===== config.mk =====
export PLATFORM = sky130hd
export DESIGN_NAME = logic_unit_pipe
export DESIGN_NICKNAME = d
export VERILOG_FILES = /design/src/rtl/logic_unit_pipe.sv
export SDC_FILE = /design/constraint.sdc
export NUM_CORES = 1
export LEC_CHECK = 0
export BUFFER_PORTS_ARGS = -buffer_cell sky130_fd_sc_hd__buf_2
export CORE_ASPECT_RATIO = 2
export CORE_MARGIN = 1.5
export CORE_UTILIZATION = 30
export CTS_CLUSTER_SIZE = 16
export DETAILED_ROUTE_END_ITERATION = 12
export PLACE_DENSITY = 0.52
export SYNTH_ARGS = -nofsm -noshare
export SYNTH_HDL_FRONTEND = slang
export SYNTH_SLANG_ARGS = --single-unit

===== constraint.sdc =====
create_clock -name clk -period 1.7 [get_ports clk]
set_input_delay 0 -clock clk [delete_from_list [all_inputs] [get_ports clk]]
set_output_delay 0 -clock clk [all_outputs]
set_load 0.02 [all_outputs]

===== src/rtl/logic_unit_pipe.sv =====
// Pipelined WIDTH-bit bitwise logic unit with accumulator feedback and
// Zero/Ones/Parity flags, two stages with valid/ready handshaking.
module logic_unit_pipe #(
    parameter int unsigned WIDTH = 4
) (
    input  logic             clk,
    input  logic             rst_n,
    input  logic             in_valid,
    output logic             in_ready,
    input  logic [WIDTH-1:0] A,
    input  logic [WIDTH-1:0] B,
    input  logic [2:0]       Op,
    input  logic             Acc,
    input  logic             Acc_clr,
    output logic             out_valid,
    input  logic             out_ready,
    output logic [WIDTH-1:0] Out,
    output logic             Zero,
    output logic             Ones,
    output logic             Parity
);

    typedef enum logic [2:0] {
        OP_AND  = 3'b000,
        OP_OR   = 3'b001,
        OP_XOR  = 3'b010,
        OP_XNOR = 3'b011,
        OP_NAND = 3'b100,
        OP_NOR  = 3'b101,
        OP_ANDN = 3'b110,
        OP_NOTA = 3'b111
    } op_e;

    logic             s1_v;
    logic             s2_v;
    logic [WIDTH-1:0] s1_r;
    logic [WIDTH-1:0] acc;

    logic             accept;
    logic             s1_adv;
    logic [WIDTH-1:0] beff;
    logic [WIDTH-1:0] res;

    // Ready only looks at pipeline occupancy and out_ready, never in_valid.
    assign in_ready  = !s1_v || !s2_v || out_ready;
    assign accept    = in_valid && in_ready;
    assign s1_adv    = s1_v && (!s2_v || out_ready);
    assign out_valid = s2_v;

    // A clear in the same cycle as an accumulate feeds zero as operand B.
    always_comb begin
        beff = B;
        if (Acc) begin
            beff = Acc_clr ? '0 : acc;
        end
    end

    always_comb begin
        res = '0;
        case (op_e'(Op))
            OP_AND:  res = A & beff;
            OP_OR:   res = A | beff;
            OP_XOR:  res = A ^ beff;
            OP_XNOR: res = ~(A ^ beff);
            OP_NAND: res = ~(A & beff);
            OP_NOR:  res = ~(A | beff);
            OP_ANDN: res = A & ~beff;
            OP_NOTA: res = ~A;
            default: res = '0;
        endcase
    end

    // Stage 1 and the accumulator; ACC updates at accept so chained ops see it.
    always_ff @(posedge clk) begin
        if (!rst_n) begin
            s1_v <= 1'b0;
            s1_r <= '0;
            acc  <= '0;
        end else begin
            if (accept) begin
                s1_v <= 1'b1;
                s1_r <= res;
            end else if (s1_adv) begin
                s1_v <= 1'b0;
            end

            if (accept && Acc) begin
                acc <= res;
            end else if (Acc_clr) begin
                acc <= '0;
            end
        end
    end

    // Stage 2 holds result and flags stable while the consumer stalls.
    always_ff @(posedge clk) begin
        if (!rst_n) begin
            s2_v   <= 1'b0;
            Out    <= '0;
            Zero   <= 1'b0;
            Ones   <= 1'b0;
            Parity <= 1'b0;
        end else begin
            if (s1_adv) begin
                s2_v   <= 1'b1;
                Out    <= s1_r;
                Zero   <= ~|s1_r;
                Ones   <= &s1_r;
                Parity <= ^s1_r;
            end else if (out_ready) begin
                s2_v <= 1'b0;
            end
        end
    end

endmodule

==> flow_metrics.tcl, run 1 <==
set metrics [dict create \
    critical-path-top-delay-family "simple AND/OR/NAND/NOR gates" \
    maximum_number_of_pins_on_one_net_before_global_route_repair 22 \
    fin_ws_ps 94.55 \
    layout.cell_area.non_filler_um2 1577 \
    io-pin-count 26 \
    final_util_pct 35.98 \
    clockPowerShare_pct 30.4 \
    worstSetupPathType "register to register" \
    yosys.area.top_type_share_pct 24.59 \
    grt_remaining_overflow 0 \
    clock_pin_slew_of_the_registers_on_the_worst_case_setup_and_hold_paths_ps 70 \
    grt_setup_unrepaired "no" \
    layout.cells.most_common "sky130_fd_sc_hd__buf_2" \
    chipWidth_um 51.03 \
    initialDrtViolationCount 27 \
    timing.final.max_slew_violations 0 \
    post_dp_cell_area_um2 1489 \
    fraction_of_power_spent_switching_nets_pct 31.44 \
    cp_data_arrival_time_ps 1800 \
    tns_ps 0 \
    dpl_worst_slack_ps 14.04 \
    antenna_found_initial 0 \
    seq_total_area_yosys_pct 24.59 \
    setup_viol 0 \
    cpPeakStageDelay_ps 310 \
    layout.cells.most_common_list "sky130_fd_sc_hd__buf_2 (25), sky130_fd_sc_hd__dfxtp_1 (17), sky130_fd_sc_hd__inv_1 (14)" \
    clkLatencyLatePin_ps 250 \
    cp_max_fo 3 \
    leakage_nw 0.6567 \
    numClockSinks 17 \
    dp_cells 236 \
    cts_setup_buffers 0 \
    design_power_total_mw 1.026 \
    cpMaxStageDelayCell "sky130_fd_sc_hd__dfxtp_1" \
    total_switching_power_uw 322.6 \
    p_seq_share_pct 42.9 \
    worst-endpoint-required_ps 1900 \
    critical_path_buf_inv_count 1 \
    clock_tree.htree_level_count 1 \
    avgViaCountPerCell 5.388 \
    initial_utilization_pct 31.58 \
    yosys-top-cells-area "sky130_fd_sc_hd__dfxtp_1 (25%), sky130_fd_sc_hd__ha_1 (7.2%), sky130_fd_sc_hd__nand3_1 (4.7%)" \
    ctsLongestPathBuffers 2 \
    num_vias 1293 \
    timing.critical_path.from_type "register" \
    synth_nets 192 \
    fin_crit_ps 1605 \
    path_cells "nand3b_1 -> and2_4 -> inv_1 -> ha_1 -> mux2_2 -> o221ai_2 -> o21ai_0 -> nand3_1" \
    hold_path.class "input port to register" \
    peakVddDrop_v 0.0002565 \
    internal-power_uw 703.5 \
    stdcell_count 240 \
    finClkSkew_ps 2.931 \
    n_antenna_cell 0 \
    die_height_um 99.05 \
    cts.root.buffer_cell "sky130_fd_sc_hd__clkbuf_8" \
    drcViolationCount 0 \
    place.detailed.hpwl_um 2756 \
    core.rowCount 34 \
    worst_pin_slew_ps 464.0 \
    report.final.hold_viol_count 0 \
    synth.distinct_cells 33 \
    critical_path.endpoint_type "register" \
    avgRoutedWirePerCell_um 15.28 \
    share_of_cells_above_drive_strength_1_pct 25.27 \
    grt_pass1_vias 1323 \
    numPortBuffers 25 \
    tritoncts.num_buffers 3 \
    die_area_um2 5054 \
    synth_cells 167 \
    final.period_utilization_pct 94.44 \
    grt_first_pass_wirelength_um 6175 \
    area_delta_synth_final_pct 13.92 \
    finalWirelength_um 3666 \
    timing.slew.headroom_pct 69.07 \
    maxCapViolations 0 \
    drt_first_pass_iters 4 \
    comb_power_share_pct 26.7 \
    run_status "complete, no violations" \
    ant_nets 0 \
    routabilityCongestion 0.7393 \
    synth_warnings 0 \
    maxClockFrequency_ghz 0.6229 \
    nets 212 \
    power-per-cell-area_nw_per_um2 650.8 \
    synth_area_leader_cell "sky130_fd_sc_hd__dfxtp_1" \
    holdBufCountCts 0 \
    design.core.area_um2 4382 \
    syn_area_per_cell_um2 8.286 \
    hold_ws_ps 158.2 \
    cts_tree "built" \
    synth.ff_latch_count 17 \
    gr-usage-all-layers_pct 16.10 \
    synthesis.area_um2 1384 \
]
worst reg2reg max path, stage by stage, from the launching register on:
cell                       delay [ps]
sky130_fd_sc_hd__dfxtp_1          310
sky130_fd_sc_hd__nand3b_1         110
sky130_fd_sc_hd__and2_4           160
sky130_fd_sc_hd__inv_1             40
sky130_fd_sc_hd__ha_1             280
sky130_fd_sc_hd__mux2_2           280
sky130_fd_sc_hd__o221ai_2         170
sky130_fd_sc_hd__o21ai_0          120
sky130_fd_sc_hd__nand3_1           80
registers in the layout, summed over array words and instances (netlist names):
register	cells
out_valid	1
s1_v	1
Zero	1
Ones	1
s1_r	4
acc	4
Parity	1
Out	4
layer usage:
metal,share of wire (%),track usage (%),wire (um),vias up
li1,-,-,-,647
met1,38,16.89,1410,615
met2,57,30.67,2075,25
met3,2.2,1.818,82,6
met4,2.7,6.653,98,0
met5,0,0,0,-
cell families after synthesis:
group,share of synthesized area (%)
xor+xnor,0.6330
simple gates,32.19
mux,3.978
buf+inv,10.94
flops,24.59
compound gates,20.43
fa+ha+maj,7.234
synthesized netlist by cell type:
master	instances
sky130_fd_sc_hd__dfxtp_1	17
sky130_fd_sc_hd__inv_1	14
sky130_fd_sc_hd__nand3_1	13
sky130_fd_sc_hd__nand4_1	10
sky130_fd_sc_hd__o21ai_0	10
sky130_fd_sc_hd__nand2_1	9
sky130_fd_sc_hd__a21boi_0	8
sky130_fd_sc_hd__ha_1	8
sky130_fd_sc_hd__nand3b_1	8
sky130_fd_sc_hd__nor3_1	8
sky130_fd_sc_hd__nand2b_1	6
sky130_fd_sc_hd__buf_6	5
sky130_fd_sc_hd__nor2b_1	5
sky130_fd_sc_hd__a31oi_1	4
sky130_fd_sc_hd__and2_1	4
sky130_fd_sc_hd__mux2_2	4
sky130_fd_sc_hd__nand4b_1	4
sky130_fd_sc_hd__o211ai_1	4
sky130_fd_sc_hd__o221ai_1	4
sky130_fd_sc_hd__or3_1	4
sky130_fd_sc_hd__clkbuf_1	3
sky130_fd_sc_hd__o21ai_1	2
sky130_fd_sc_hd__o41ai_1	2
sky130_fd_sc_hd__o41ai_4	2
sky130_fd_sc_hd__and3b_4	1
sky130_fd_sc_hd__buf_2	1
sky130_fd_sc_hd__buf_4	1
sky130_fd_sc_hd__buf_8	1
sky130_fd_sc_hd__clkinv_1	1
sky130_fd_sc_hd__mux2i_1	1
sky130_fd_sc_hd__or2_2	1
sky130_fd_sc_hd__or3b_4	1
sky130_fd_sc_hd__xor2_1	1
power groups by stage:
stage | combinational (mW) | clock (mW) | sequential [mW]
4_1_cts | 0.262 | 0.323 | 0.440
3_3_place_gp | 0.257 | 0 | 0.449
3_5_place_dp | 0.258 | 0 | 0.449
2_1_floorplan | 0.183 | 0 | 0.456
6_report | 0.274 | 0.312 | 0.440
5_1_grt | 0.308 | 0.343 | 0.442
what timing repair did:
item | in CTS | in global routing
resized for setup | 1 | 10
pin swaps | 0 | 1
setup endpoints to repair | 2 | 8
worst paths after layout:
| path | startpoint | endpoint | slack [ps] | cells after the start |
|---|---|---|---|---|
| worst min register to register | Out[3]$_SDFFE_PN0P_ | Out[3]$_SDFFE_PN0P_ | 460 | 2 |
| worst min-delay path | Acc_clr | acc[1]$_SDFF_PN0_ | 160 | 3 |
| worst max register to register | acc[0]$_SDFF_PN0_ | acc[0]$_SDFF_PN0_ | 90 | 8 |
| worst max-delay path | acc[0]$_SDFF_PN0_ | acc[0]$_SDFF_PN0_ | 90 | 8 |
final cells by class:
type,instances,area [um^2]
Tap cell,54,67.56
Sequential cell,17,340.3
Timing Repair Buffer,26,132.6
Multi-Input combinational cell,124,934.6
Clock buffer,4,45.04
Inverter,15,56.30
Fill cell,476,2805
No activity file was read; power rests on OpenSTA's default activity.
==> run 2: changes to the inputs <==
==> constraint.sdc (replaced) <==
create_clock -name clk -period 2 [get_ports clk]
set_input_delay 0 -clock clk [delete_from_list [all_inputs] [get_ports clk]]
set_output_delay 0 -clock clk [all_outputs]
set_load 0.02 [all_outputs]
==> run 2 against run 1 <==
  * Combinational power down 22%
  * Clock-buffer cell count unchanged
  * Power decreased by 17%
  * Critical path depth unchanged
  * Setup slack improved by 210 ps
  * Hold slack lost 0.58 ps
  * Clock power shrank 15%
  * Non-clock buffer count is the same
  * Critical endpoint is now s1_r[1]$_SDFFE_PN0P_
==> flow_metrics.tcl, run 2 (synthesis gave the netlist of run 1 again) <==
set metrics [dict create \
    worstSetupEndpoint "s1_r[1]$_SDFFE_PN0P_" \
    leakage_nw 0.6386 \
    dp_cells 236 \
    maximum_number_of_pins_on_one_net_before_global_route_repair 22 \
    dpl_worst_slack_ps 337.8 \
    fin_ws_ps 301.8 \
    tns_ps 0 \
    fillCellCount 476 \
    die_area_um2 5054 \
    worst-endpoint-required_ps 2200 \
    cts.root.buffer_cell "sky130_fd_sc_hd__clkbuf_8" \
    antenna_found_initial 0 \
    avgRoutedWirePerCell_um 14.98 \
    timing.final.max_slew_violations 0 \
    setup_viol 0 \
    routabilityCongestion 0.7258 \
    final_util_pct 35.01 \
    layout.cells.most_common_list "sky130_fd_sc_hd__buf_2 (25), sky130_fd_sc_hd__dfxtp_1 (17), sky130_fd_sc_hd__inv_1 (14)" \
    avgViaCountPerCell 5.396 \
    ctsLongestPathBuffers 2 \
    numClockSinks 17 \
    stdcell_count 240 \
    r2r.worst_path.cells 8 \
    largest_registers "Out: 4 flops, acc: 4 flops, s1_r: 4 flops" \
    timing.slew.headroom_pct 69.76 \
    place.detailed.hpwl_um 2686 \
    hold_ws_ps 157.6 \
    timing.critical_path.from_type "register" \
    reg2reg_slack_ps 300 \
    startpoint "acc[1]$_SDFF_PN0_" \
    maxCapViolations 0 \
    die_height_um 99.05 \
    worstReg2RegStart "acc[1]$_SDFF_PN0_" \
    clkLatencyLatePin_ps 250 \
    design_power_total_uw 855.8 \
    holdBufCountCts 0 \
    numPortBuffers 25 \
    cp_data_arrival_time_ps 1890 \
    cts_setup_buffers 0 \
    peakVddDrop_v 0.0002800 \
    chipWidth_um 51.03 \
    grt_setup_unrepaired "no" \
    critical_path.endpoint_type "register" \
    initialDrtViolationCount 19 \
    tritoncts.num_buffers 3 \
    maxClockFrequency_ghz 0.5889 \
    n_antenna_cell 0 \
    area_delta_synth_final_pct 10.85 \
    rr_endpoint "s1_r[1]$_SDFFE_PN0P_" \
    num_vias 1295 \
    hold_path.class "input port to register" \
    drt_first_pass_iters 4 \
    final.period_utilization_pct 84.91 \
    layout.cells.most_common "sky130_fd_sc_hd__buf_2" \
    nets 212 \
    finClkSkew_ps 3.482 \
    grt_remaining_overflow 0 \
    grt_first_pass_wirelength_um 5954 \
    post_dp_cell_area_um2 1489 \
    share_of_cells_above_drive_strength_1_pct 20.43 \
    worstSetupPathType "register to register" \
    ctsResizeCount 0 \
    layout.cell_area.non_filler_um2 1534 \
    worstHoldPathCells 3 \
    design.core.area_um2 4382 \
    run_status "complete, no violations" \
    ant_nets 0 \
    clock_tree.htree_level_count 1 \
    cts_tree "built" \
    cp_max_fo 3 \
    drcViolationCount 0 \
    finalWirelength_um 3595 \
    gr-usage-all-layers_pct 15.38 \
    worst_pin_slew_ps 453.5 \
    core.rowCount 34 \
    fin_crit_ps 1698 \
    power-per-cell-area_nw_per_um2 557.9 \
    io-pin-count 26 \
    report.final.hold_viol_count 0 \
    initial_utilization_pct 31.58 \
    grt_pass1_vias 1315 \
    clock_pin_slew_of_the_registers_on_the_worst_case_setup_and_hold_paths_ps 70 \
]
## run 2: changes by cell type in the layout (fill, tap and decap cells not counted)
cell                       delta
sky130_fd_sc_hd__o41ai_2      -1
sky130_fd_sc_hd__o21ai_0      +2
sky130_fd_sc_hd__o221ai_1     +4
sky130_fd_sc_hd__o21ai_1      -2
sky130_fd_sc_hd__and2_4       -4
sky130_fd_sc_hd__o41ai_1      +1
sky130_fd_sc_hd__and2_1       +4
sky130_fd_sc_hd__o221ai_2     -4
## run 2: how the worst min path moves through the flow
stage	start	end	slack, ps
final	Acc_clr	acc[2]$_SDFF_PN0_	160
after global routing	Acc_clr	acc[2]$_SDFF_PN0_	170
after CTS	Acc_clr	acc[2]$_SDFF_PN0_	160
after detailed placement	Acc_clr	acc[3]$_SDFF_PN0_	420
after global placement	Acc_clr	acc[2]$_SDFF_PN0_	420
after floorplan	Acc_clr	acc[0]$_SDFF_PN0_	200
## run 2: where the power goes
group          switching, mW  internal [mW]  total [mW]
clock network          0.125          0.141       0.266
registers             0.0155          0.359       0.375
logic                  0.127         0.0884       0.215
total                  0.267          0.589       0.856
## run 2: critical path: stages, from the launching register on
cell and delay (ps):
sky130_fd_sc_hd__dfxtp_1 320, sky130_fd_sc_hd__nand3b_1 90, sky130_fd_sc_hd__and2_1 180, sky130_fd_sc_hd__inv_1 60, sky130_fd_sc_hd__ha_1 280, sky130_fd_sc_hd__mux2_2 260, sky130_fd_sc_hd__o221ai_1 220, sky130_fd_sc_hd__o21ai_0 140
sky130_fd_sc_hd__nand3_1 80
## run 2: cell type report
class                   count  area (um^2)  area share (%)
inverters                  15        56.30           3.670
flip-flops and latches     17        340.3           22.19
clock buffers               4        45.04           2.936
repair buffers             26        132.6           8.646
multi-input cells         124        892.1           58.16
well taps                  54        67.56           4.405
## run 2: metal layers
metal | up-vias | GRT usage, % | wire length (um)
li1 | 654 | - | -
met2 | 21 | 30.87 | 1989
met4 | 0 | 4.990 | 28
met3 | 2 | 1.667 | 102
met1 | 618 | 15.31 | 1475
met5 | - | 0 | 0
==> run 3: changes to the inputs <==
--- a/config.mk
+++ b/config.mk
@@ -11,7 +11,7 @@
 export CORE_UTILIZATION = 30
 export CTS_CLUSTER_SIZE = 16
 export DETAILED_ROUTE_END_ITERATION = 12
-export PLACE_DENSITY = 0.52
+export PLACE_DENSITY = 0.54
 export SYNTH_ARGS = -nofsm -noshare
 export SYNTH_HDL_FRONTEND = slang
 export SYNTH_SLANG_ARGS = --single-unit
==> constraint.sdc (replaced) <==
create_clock -name clk -period 1.5 [get_ports clk]
set_input_delay 0 -clock clk [delete_from_list [all_inputs] [get_ports clk]]
set_output_delay 0 -clock clk [all_outputs]
set_load 0.02 [all_outputs]
==> run 3 against run 2 <==
  * The flow now finishes with violations (negative setup slack)
  * Hold slack worse by 11 ps
  * Setup slack got worse by 310 ps
  * Wire length rose by 13%
  * Clock-buffer cell count shrank 1
  * Power grew 46%
  * Sequential power is 33% higher
  * Combinational power up 86%
  * Sequential cell count is the same
  * Fmax rose by 12%
  * Design area rose by 22%
  * Clock power is 33% higher
  * Critical path type unchanged
==> flow_metrics.tcl, run 3 (synthesis gave the netlist of run 1 again) <==
set metrics [dict create \
    clockPowerShare_pct 28.2 \
    fillCellCount 448 \
    leakage_nw 0.7676 \
    initialDrtViolationCount 34 \
    cts_tree "built" \
    initial_utilization_pct 31.58 \
    avgViaCountPerCell 5.595 \
    area_delta_synth_final_pct 35.26 \
    largest_registers "Out: 4 flops, acc: 4 flops, s1_r: 4 flops" \
    internal-power_uw 845.3 \
    fraction_of_power_spent_switching_nets_pct 32.48 \
    gr-usage-all-layers_pct 16.46 \
    seqCellArea_um2 345.3 \
    num_vias 1449 \
    die_height_um 99.05 \
    comb_power_share_pct 31.8 \
    critical_path.endpoint_type "register" \
    numPortBuffers 25 \
    run_status "complete, but fails checks" \
    ant_nets 0 \
    cp_data_arrival_time_ps 1710 \
    stdcell_count 259 \
    timing.critical_path.from_type "register" \
    maxClockFrequency_ghz 0.6611 \
    grt_remaining_overflow 0 \
    power-per-cell-area_nw_per_um2 668.8 \
    hold_path.class "input port to register" \
    tns_ps -19.79 \
    timing.final.max_slew_violations 0 \
    total_switching_power_uw 406.6 \
    multi_input_comb_area_um2 1081 \
    failed_checks "negative setup slack" \
    final.period_utilization_pct 100.8 \
    io-pin-count 26 \
    tritoncts.num_buffers 3 \
    cp_max_fo 2 \
    antenna_found_initial 0 \
    worst-endpoint-required_ps 1690 \
    core.rowCount 34 \
    cts.root.buffer_cell "sky130_fd_sc_hd__clkbuf_8" \
    holdBufCountCts 0 \
    fin_ws_ps -12.66 \
    die_area_um2 5054 \
    design.core.area_um2 4382 \
    maximum_number_of_pins_on_one_net_before_global_route_repair 20 \
    clock_tree.htree_level_count 1 \
    clkLatencyLatePin_ps 260 \
    place.detailed.hpwl_um 2767 \
    timing.slew.headroom_pct 67.44 \
    avgRoutedWirePerCell_um 15.65 \
    fin_crit_ps 1513 \
    hold_ws_ps 146.9 \
    dpl_worst_slack_ps -99.58 \
    p_seq_share_pct 39.9 \
    drt_first_pass_iters 4 \
    n_antenna_cell 0 \
    clock_pin_slew_of_the_registers_on_the_worst_case_setup_and_hold_paths_ps 70 \
    grt_first_pass_wirelength_um 6430 \
    numClockSinks 17 \
    grt_setup_unrepaired "yes" \
    setup_viol 2 \
    finClkSkew_ps 1.713 \
    maxCapViolations 0 \
    drcViolationCount 0 \
    grt_pass1_vias 1458 \
    layout.cells.most_common "sky130_fd_sc_hd__buf_2" \
    worstSetupPathType "register to register" \
    report.final.hold_viol_count 0 \
    layout.cells.most_common_list "sky130_fd_sc_hd__buf_2 (25), sky130_fd_sc_hd__buf_4 (20), sky130_fd_sc_hd__dfxtp_1 (13), sky130_fd_sc_hd__nand3_1 (13)" \
    finalWirelength_um 4053 \
    peakVddDrop_v 0.0004239 \
    routabilityCongestion 0.8175 \
    share_of_cells_above_drive_strength_1_pct 42.44 \
    nets 231 \
    worst_pin_slew_ps 488.5 \
    dp_cells 243 \
    ctsLongestPathBuffers 2 \
    chipWidth_um 51.03 \
]
==> run 3: changes by cell type in the layout (fill, tap and decap cells not counted), sizes merged <==
cell | previous run | this run
clkinv | 1 | 2
clkbuf | 4 | 3
buf | 26 | 45
==> run 3: path summary, 6_finish.rpt <==
check,start,to,slack (ps),cells after the start
worst max-delay path,acc[0]$_SDFF_PN0_,acc[0]$_SDFF_PN0_,-10,8
worst min-delay path,Acc_clr,acc[2]$_SDFF_PN0_,150,3
worst max register to register,acc[0]$_SDFF_PN0_,acc[0]$_SDFF_PN0_,-10,8
worst min register to register,Zero$_SDFFE_PN0P_,Zero$_SDFFE_PN0P_,460,2
==> run 3: per-stage QoR <==
stage / area, um^2 / util (%) / total power [mW]
2_1_floorplan: 1384 / - / 0.7243
3_3_place_gp: 1541 / 35.18 / 0.8132
3_5_place_dp: 1541 / 35.18 / 0.8127
4_1_cts: 1787 / 40.78 / 1.217
5_1_grt: 1872 / 42.72 / 1.317
6_report: 1872 / 42.72 / 1.252
==> run 3: routing by layer <==
metal	vias up	wire, um	part of all wire [%]	global-route usage [%]
met3	16	185	4.6	2.121
met5	-	0	0	0
li1	689	-	-	-
met4	0	169	4.2	9.979
met2	61	2194	54	30.27
met1	683	1504	37	16.68
==> run 3: layout make-up <==
type	count	share of cell area, %
tap	54	3.610
clock buffer	3	2.206
clock inverter	1	0.2674
inverter	15	3.008
sequential	17	18.45
multi-input combinational	124	57.75
timing repair buffer	45	14.71
==> run 3: critical path, cell delays in order (launching register included) <==
cell and delay (ps):
sky130_fd_sc_hd__dfxtp_2 330, sky130_fd_sc_hd__nand3b_1 100, sky130_fd_sc_hd__and2_4 160, sky130_fd_sc_hd__inv_2 60
sky130_fd_sc_hd__ha_4 190, sky130_fd_sc_hd__mux2_2 270, sky130_fd_sc_hd__o221ai_2 170, sky130_fd_sc_hd__o21ai_1 100
sky130_fd_sc_hd__nand3_1 80
==> run 3: power groups by stage <==
stage | combinational (mW) | sequential (mW) | clock [mW]
3_3_place_gp | 0.306 | 0.508 | 0
6_report | 0.399 | 0.500 | 0.353
3_5_place_dp | 0.304 | 0.508 | 0
5_1_grt | 0.433 | 0.504 | 0.379
2_1_floorplan | 0.208 | 0.517 | 0
4_1_cts | 0.360 | 0.499 | 0.358
==> run 3: timing repair <==
item / 4_1_cts / 5_1_grt
setup buffers: 11 / 1
endpoints found under the setup margin: 8 / 8
gates cloned: 0 / 0
gates resized for setup: 30 / 13
pin swaps: 13 / 4
